<file path="config.mk">
export PLATFORM = sky130hd
export DESIGN_NAME = vga_timing_gen
export DESIGN_NICKNAME = d
export VERILOG_FILES = /design/src/rtl/vga_timing_pkg.sv /design/src/rtl/sync_2ff.sv /design/src/rtl/vga_timing_gen.sv
export SDC_FILE = /design/constraint.sdc
export NUM_CORES = 1
export LEC_CHECK = 0
export BUFFER_PORTS_ARGS = -buffer_cell sky130_fd_sc_hd__buf_2
export CORE_ASPECT_RATIO = 0.9
export CORE_MARGIN = 4
export CORE_UTILIZATION = 42
export CTS_BUF_LIST = sky130_fd_sc_hd__clkbuf_8
export DETAILED_ROUTE_END_ITERATION = 12
export PLACE_DENSITY = 0.64
export REMOVE_ABC_BUFFERS = 1
export SYNTH_ARGS = -nofsm -noshare
export SYNTH_HDL_FRONTEND = slang
export SYNTH_SLANG_ARGS = --single-unit
</file>
<file path="constraint.sdc">
create_clock -name pixel_clk -period 1.9 [get_ports pixel_clk]
set_input_delay 0.285 -clock pixel_clk [delete_from_list [all_inputs] [get_ports pixel_clk]]
set_output_delay 0.285 -clock pixel_clk [all_outputs]
set_load 0.005 [all_outputs]
</file>
<file path="src/rtl/vga_timing_pkg.sv">
// Default 640x480@60 VGA timing constants and helpers that derive frame totals.
// Shared by the timing generator and anything that needs to know the raster size.
package vga_timing_pkg;

  localparam int DEF_H_ACTIVE = 640;
  localparam int DEF_H_FP     = 16;
  localparam int DEF_H_SYNC   = 96;
  localparam int DEF_H_BP     = 48;

  localparam int DEF_V_ACTIVE = 480;
  localparam int DEF_V_FP     = 10;
  localparam int DEF_V_SYNC   = 2;
  localparam int DEF_V_BP     = 33;

  localparam int DEF_CNT_W    = 10;

  function automatic int h_total(input int active, input int fp, input int sync, input int bp);
    return active + fp + sync + bp;
  endfunction

  function automatic int v_total(input int active, input int fp, input int sync, input int bp);
    return active + fp + sync + bp;
  endfunction

  // True when an unsigned counter of the given width can reach value.
  function automatic bit fits_width(input int value, input int width);
    if (value < 0) return 1'b0;
    if (width >= 31) return 1'b1;
    return value < (1 << width);
  endfunction

endpackage

</file>
<file path="src/rtl/sync_2ff.sv">
// Two-flop synchronizer for a single asynchronous level signal.
// Both flops clear to 0 so the synchronized value is deasserted out of reset.
module sync_2ff (
  input  logic i_clk,
  input  logic i_rst_n,
  input  logic i_d,
  output logic o_q
);

  logic r_meta;
  logic r_sync;

  always_ff @(posedge i_clk or negedge i_rst_n) begin
    if (!i_rst_n) begin
      r_meta <= 1'b0;
      r_sync <= 1'b0;
    end else begin
      r_meta <= i_d;
      r_sync <= r_meta;
    end
  end

  assign o_q = r_sync;

endmodule

</file>
<file path="src/rtl/vga_timing_gen.sv">
// VGA raster timing generator: free-running h/v counters gated by a synchronized
// clock-lock flag, with all sync/active/coordinate outputs registered one cycle late.
module vga_timing_gen
  import vga_timing_pkg::*;
#(
  parameter int   H_ACTIVE  = DEF_H_ACTIVE,
  parameter int   H_FP      = DEF_H_FP,
  parameter int   H_SYNC    = DEF_H_SYNC,
  parameter int   H_BP      = DEF_H_BP,
  parameter int   V_ACTIVE  = DEF_V_ACTIVE,
  parameter int   V_FP      = DEF_V_FP,
  parameter int   V_SYNC    = DEF_V_SYNC,
  parameter int   V_BP      = DEF_V_BP,
  parameter logic HSYNC_POL = 1'b0,
  parameter logic VSYNC_POL = 1'b0,
  parameter int   CNT_W     = DEF_CNT_W
) (
  input  logic             pixel_clk,
  input  logic             resetn,
  input  logic             locked,
  output logic             hsync,
  output logic             vsync,
  output logic             active,
  output logic [CNT_W-1:0] pixel_x,
  output logic [CNT_W-1:0] pixel_y,
  output logic             line_start,
  output logic             frame_start
);

  localparam int H_TOTAL = h_total(H_ACTIVE, H_FP, H_SYNC, H_BP);
  localparam int V_TOTAL = v_total(V_ACTIVE, V_FP, V_SYNC, V_BP);

  localparam logic [CNT_W-1:0] H_LAST = CNT_W'(H_TOTAL - 1);
  localparam logic [CNT_W-1:0] V_LAST = CNT_W'(V_TOTAL - 1);

  localparam logic [31:0] H_ACT_END    = 32'(H_ACTIVE);
  localparam logic [31:0] H_SYNC_START = 32'(H_ACTIVE + H_FP);
  localparam logic [31:0] H_SYNC_END   = 32'(H_ACTIVE + H_FP + H_SYNC);
  localparam logic [31:0] V_ACT_END    = 32'(V_ACTIVE);
  localparam logic [31:0] V_SYNC_START = 32'(V_ACTIVE + V_FP);
  localparam logic [31:0] V_SYNC_END   = 32'(V_ACTIVE + V_FP + V_SYNC);

  generate
    if (!fits_width(H_TOTAL - 1, CNT_W)) begin : g_h_width_check
      $error("vga_timing_gen: CNT_W=%0d cannot hold H_TOTAL-1=%0d", CNT_W, H_TOTAL - 1);
    end
    if (!fits_width(V_TOTAL - 1, CNT_W)) begin : g_v_width_check
      $error("vga_timing_gen: CNT_W=%0d cannot hold V_TOTAL-1=%0d", CNT_W, V_TOTAL - 1);
    end
  endgenerate

  logic w_lockS;

  sync_2ff u_lock_sync (
    .i_clk   (pixel_clk),
    .i_rst_n (resetn),
    .i_d     (locked),
    .o_q     (w_lockS)
  );

  logic [CNT_W-1:0] r_hCnt;
  logic [CNT_W-1:0] r_vCnt;
  logic             w_hWrap;
  logic             w_vWrap;

  assign w_hWrap = (r_hCnt == H_LAST);
  assign w_vWrap = (r_vCnt == V_LAST);

  // Counters park at the origin whenever lock is lost, so relock restarts a frame.
  always_ff @(posedge pixel_clk or negedge resetn) begin
    if (!resetn) begin
      r_hCnt <= '0;
      r_vCnt <= '0;
    end else if (!w_lockS) begin
      r_hCnt <= '0;
      r_vCnt <= '0;
    end else if (w_hWrap) begin
      r_hCnt <= '0;
      r_vCnt <= w_vWrap ? '0 : r_vCnt + 1'b1;
    end else begin
      r_hCnt <= r_hCnt + 1'b1;
    end
  end

  logic [31:0] w_hWide;
  logic [31:0] w_vWide;
  logic        w_activeNext;
  logic        w_hSyncOn;
  logic        w_vSyncOn;
  logic        w_lineStartNext;
  logic        w_frameStartNext;

  assign w_hWide = 32'(r_hCnt);
  assign w_vWide = 32'(r_vCnt);

  always_comb begin
    w_activeNext     = (w_hWide < H_ACT_END) && (w_vWide < V_ACT_END);
    w_hSyncOn        = (w_hWide >= H_SYNC_START) && (w_hWide < H_SYNC_END);
    w_vSyncOn        = (w_vWide >= V_SYNC_START) && (w_vWide < V_SYNC_END);
    w_lineStartNext  = (r_hCnt == '0);
    w_frameStartNext = (r_hCnt == '0) && (r_vCnt == '0);
  end

  logic             r_hsync;
  logic             r_vsync;
  logic             r_active;
  logic [CNT_W-1:0] r_pixelX;
  logic [CNT_W-1:0] r_pixelY;
  logic             r_lineStart;
  logic             r_frameStart;

  // Decodes are gated by the lock flag seen before the edge, giving the idle pattern while unlocked.
  always_ff @(posedge pixel_clk or negedge resetn) begin
    if (!resetn) begin
      r_hsync      <= ~HSYNC_POL;
      r_vsync      <= ~VSYNC_POL;
      r_active     <= 1'b0;
      r_pixelX     <= '0;
      r_pixelY     <= '0;
      r_lineStart  <= 1'b0;
      r_frameStart <= 1'b0;
    end else if (!w_lockS) begin
      r_hsync      <= ~HSYNC_POL;
      r_vsync      <= ~VSYNC_POL;
      r_active     <= 1'b0;
      r_pixelX     <= '0;
      r_pixelY     <= '0;
      r_lineStart  <= 1'b0;
      r_frameStart <= 1'b0;
    end else begin
      r_hsync      <= w_hSyncOn ? HSYNC_POL : ~HSYNC_POL;
      r_vsync      <= w_vSyncOn ? VSYNC_POL : ~VSYNC_POL;
      r_active     <= w_activeNext;
      r_pixelX     <= r_hCnt;
      r_pixelY     <= r_vCnt;
      r_lineStart  <= w_lineStartNext;
      r_frameStart <= w_frameStartNext;
    end
  end

  assign hsync       = r_hsync;
  assign vsync       = r_vsync;
  assign active      = r_active;
  assign pixel_x     = r_pixelX;
  assign pixel_y     = r_pixelY;
  assign line_start  = r_lineStart;
  assign frame_start = r_frameStart;

endmodule

</file>
==> impl_metrics.py <==
metrics = {
    "logic_synthesis": {
        "postSynthCellCount": 174,
        "netlist_top_cells_area": "dfrtp_1, and2_1, a31oi_1",
        "synth-main-ff-cell": "dfrtp_1",
        "synth_async_sr_flop_share_pct": 100.0,
        "avgSynthCellArea_um2": 11.37,
        "synth_top_area_share_pct": 56.93,
        "mappedNetlistArea_um2": 1978,
        "netlist-cell-type-count": 39,
        "synth_area_leader_cell": "dfrtp_1",
        "flops_latches_synth": 47,
        "synth.yosys.warnings": 0,
        "yosysSeqAreaShare_pct": 59.58,
        "synth-edff-count": 0,
    },
    "detailed_routing": {
        "final_antenna_net_count": 0,
        "drt_pre_antenna_iters": 4,
        "route.final.wire_length_mm": 4.097,
        "route.detailed.drc": 0,
        "drt-vias-per-instance": 5.249,
        "drt-wirelength-per-cell_um": 14.38,
        "num_vias": 1496,
        "drt-initial-drc-count": 120,
    },
    "layout": {
        "synthToLayoutAreaGrowth_pct": 27.32,
        "final_nets": 229,
        "final_core_util_pct": 56.10,
        "final_cell_count_no_fill": 285,
        "diodes": 0,
        "final_layout_size_suffix_gt1_share_pct": 32.29,
    },
    "timing": {
        "fin_crit_ns": 1.971,
        "relSlewSlack_pct": 65.38,
        "setup-violations-final": 10,
        "smallest_setup_slack_after_layout_ns": -0.07131,
        "rsz0062_at_grt": "yes",
        "hold-worst-slack_ns": 0.08221,
        "hold_violations": 0,
        "report.final.slew_viol_count": 0,
        "final.setup_skew_ns": 0.006633,
        "layout_worst_path_cycle_share_pct": 103.8,
        "maxClockFrequency_ghz": 0.5073,
        "max_slew.worst_pin.slew_ns": 0.5193,
    },
    "clock_network": {
        "cts_htree_levels": 2,
        "cts_made_buffers": 5,
        "ctsRootBufferMaster": "clkbuf_8",
        "cts.path.max_buffers": 2,
        "numClockSinks": 47,
        "clk_pin_slew_worst_paths_ns": 0.09,
        "clkLatencyLatePin_ns": 0.31,
        "cts_tree": "done",
    },
    "power_and_ir_drop": {
        "power.total_mw": 1.995,
        "peakVddDrop_uv": 286.3,
        "leakage_power_of_the_design_nw": 1.279,
        "power_density_nw_per_um2": 792.0,
    },
    "critical_path": {
        "cp-startpoint": "r_vCnt[0]",
        "worst_path_largest_cell_delay_ns": 0.47,
        "path_common_cell": "a31oi_1",
        "crit_path_dat_ns": 2.15,
        "worst-r2r-cell-count": 7,
        "critical_path_peak_fanout": 4,
        "startpoint_type": "flop",
        "cp-endpoint": "r_vCnt[4]",
        "timing.rr.start": "r_vCnt[0]",
        "slowest_cp_cell": "or4b_4",
        "worstPathCellList": "inv_2 > ha_1 > or4b_4 > o41a_1 > buf_4 > a31oi_1 > a31oi_1",
        "crit-reg2reg-capture": "r_vCnt[4]",
        "required_time_of_the_critical_path_ns": 2.08,
        "timing.critical_path.max_delay_family": "compound AO/OA/AOI/OAI gates",
        "critical_path.endpoint_type": "flop",
        "rrSetupSlack_ns": -0.07,
        "path_buf_inv": 2,
        "worst-setup-path-type": "reg -> reg",
        "crit_cells": 7,
    },
    "floorplanning": {
        "dieHeight_um": 73.11,
        "boundaryPins": 28,
        "core_area_um2": 4489,
        "effective_utilization_at_floorplan_pct": 44.06,
        "fp.dieW_um": 80.34,
        "number_of_placement_rows": 23,
        "floorplan.die_area_um2": 5873,
    },
    "global_routing": {
        "globalRoute.totalOverflow": 0,
        "grt_pass1_vias": 1458,
        "grt_start_max_net_pins": 27,
        "grt_first_pass_wirelength_mm": 6.796,
        "grt_util_all_layers_pct": 15.27,
        "antenna_violations_before_repair": 0,
    },
    "status": {
        "violations": "negative setup slack",
        "outcome": "finished with violations",
    },
    "flow_run": {
        "maxCapViolations": 0,
    },
    "worst_hold_path": {
        "timing.hold.worst.class": "in -> reg",
    },
    "placed_design": {
        "dp_hpwl_mm": 2.829,
        "preCtsSetupSlack_ns": -0.07579,
        "gpl.final_weighted_congestion": 0.8698,
        "dp_cells": 275,
        "numPortBuffers": 27,
    },
}
[logic make-up after synthesis]
group           after synthesis  share of synthesized area (%)
simple gates                 75                          22.20
flops                        47                          59.58
compound gates               24                          8.729
buf+inv                      16                          3.415
fa+ha+maj                     4                          2.530
xor+xnor                      8                          3.542
[cells in the mapped netlist, types with 3 or more instances]
master and count:
dfrtp_1 45, nor2_1 17, and2_1 15, a31oi_1 11, nand3_1 9, clkbuf_1 8
and3_1 6, inv_1 6, xor2_1 6, nand2_1 5, ha_1 4, and4_1 3
o21ai_0 3
[through the flow]
step | cell area (um^2) | TNS, ns
after floorplan | 1937 | -1.920
after global placement | 2320 | -0.3496
after detailed placement | 2320 | -0.4664
after CTS | 2477 | -0.2821
after global routing | 2519 | -1.279
final | 2519 | -0.4107
[power by group]
group | internal [mW] | switching (mW)
clock | 0.524 | 0.344
sequential | 1.01 | 0.0117
combinational | 0.0413 | 0.0588
[sequential cells by signal, indices dropped and copies added (netlist names)]
register,count
vsync,1
u_lock_sync.r_meta,1
pixel_x,10
frame_start,1
active,1
u_lock_sync.o_q,1
pixel_y,10
r_hCnt,10
hsync,1
line_start,1
r_vCnt,10
[layer usage]
layer	share of wire, %	vias to the layer above	global-route usage [%]
li1	-	702	-
met1	44	723	19.24
met2	46	60	24.08
met3	7.2	11	4.691
met4	2.9	0	7.129
met5	0	-	0
[layout make-up]
| class | count | area, um^2 |
|---|---|---|
| fillers | 408 | 1971 |
| clock inverters | 3 | 67.56 |
| repair buffers | 50 | 330.3 |
| well taps | 62 | 77.57 |
| clock buffers | 5 | 68.82 |
| flip-flops and latches | 47 | 1179 |
| inverters | 7 | 26.28 |
| multi-input cells | 111 | 769.5 |
[cell usage in the layout (no fill, tap or decap), types with 2 or more instances in the layout]
| cell | n |
|---|---|
| buf_2 | 27 |
| nor2b_1 | 2 |
| o211a_1 | 2 |
| nor3_1 | 2 |
| dfrtp_1 | 45 |
| a31oi_1 | 8 |
| buf_4 | 19 |
| ha_1 | 4 |
| a31oi_2 | 2 |
| dfstp_2 | 2 |
| o211ai_1 | 2 |
| buf_6 | 2 |
| and3_1 | 6 |
| inv_1 | 4 |
| nand3b_1 | 2 |
| nand3_1 | 9 |
| o21ai_0 | 3 |
| nand2_1 | 5 |
| xnor2_1 | 2 |
| xor2_1 | 6 |
| nor4b_1 | 2 |
| bufinv_16 | 2 |
| and2_1 | 15 |
| inv_2 | 2 |
| and4_1 | 3 |
| clkbuf_8 | 5 |
| nor2_1 | 17 |
[worst min-delay path by stage]
stage | startpoint | endpoint | slack (ns) | cells after the start
final | locked | u_lock_sync.r_meta | 0.08 | 1
after global routing | locked | u_lock_sync.r_meta | 0.07 | 1
after CTS | locked | u_lock_sync.r_meta | 0.08 | 1
after detailed placement | resetn | pixel_x[0] | 0.29 | 1
after global placement | resetn | pixel_x[0] | 0.28 | 1
after floorplan | resetn | active | -0.01 | 0
[what timing repair did]
item	4_1_cts	5_1_grt
pin swaps	3	0
gates cloned	0	0
endpoints found under the setup margin	10	11
setup buffers	1	0
resized for setup	3	6
hold endpoints to repair	20	0
hold buffers	1	0
No activity file was read; power rests on OpenSTA's default activity.
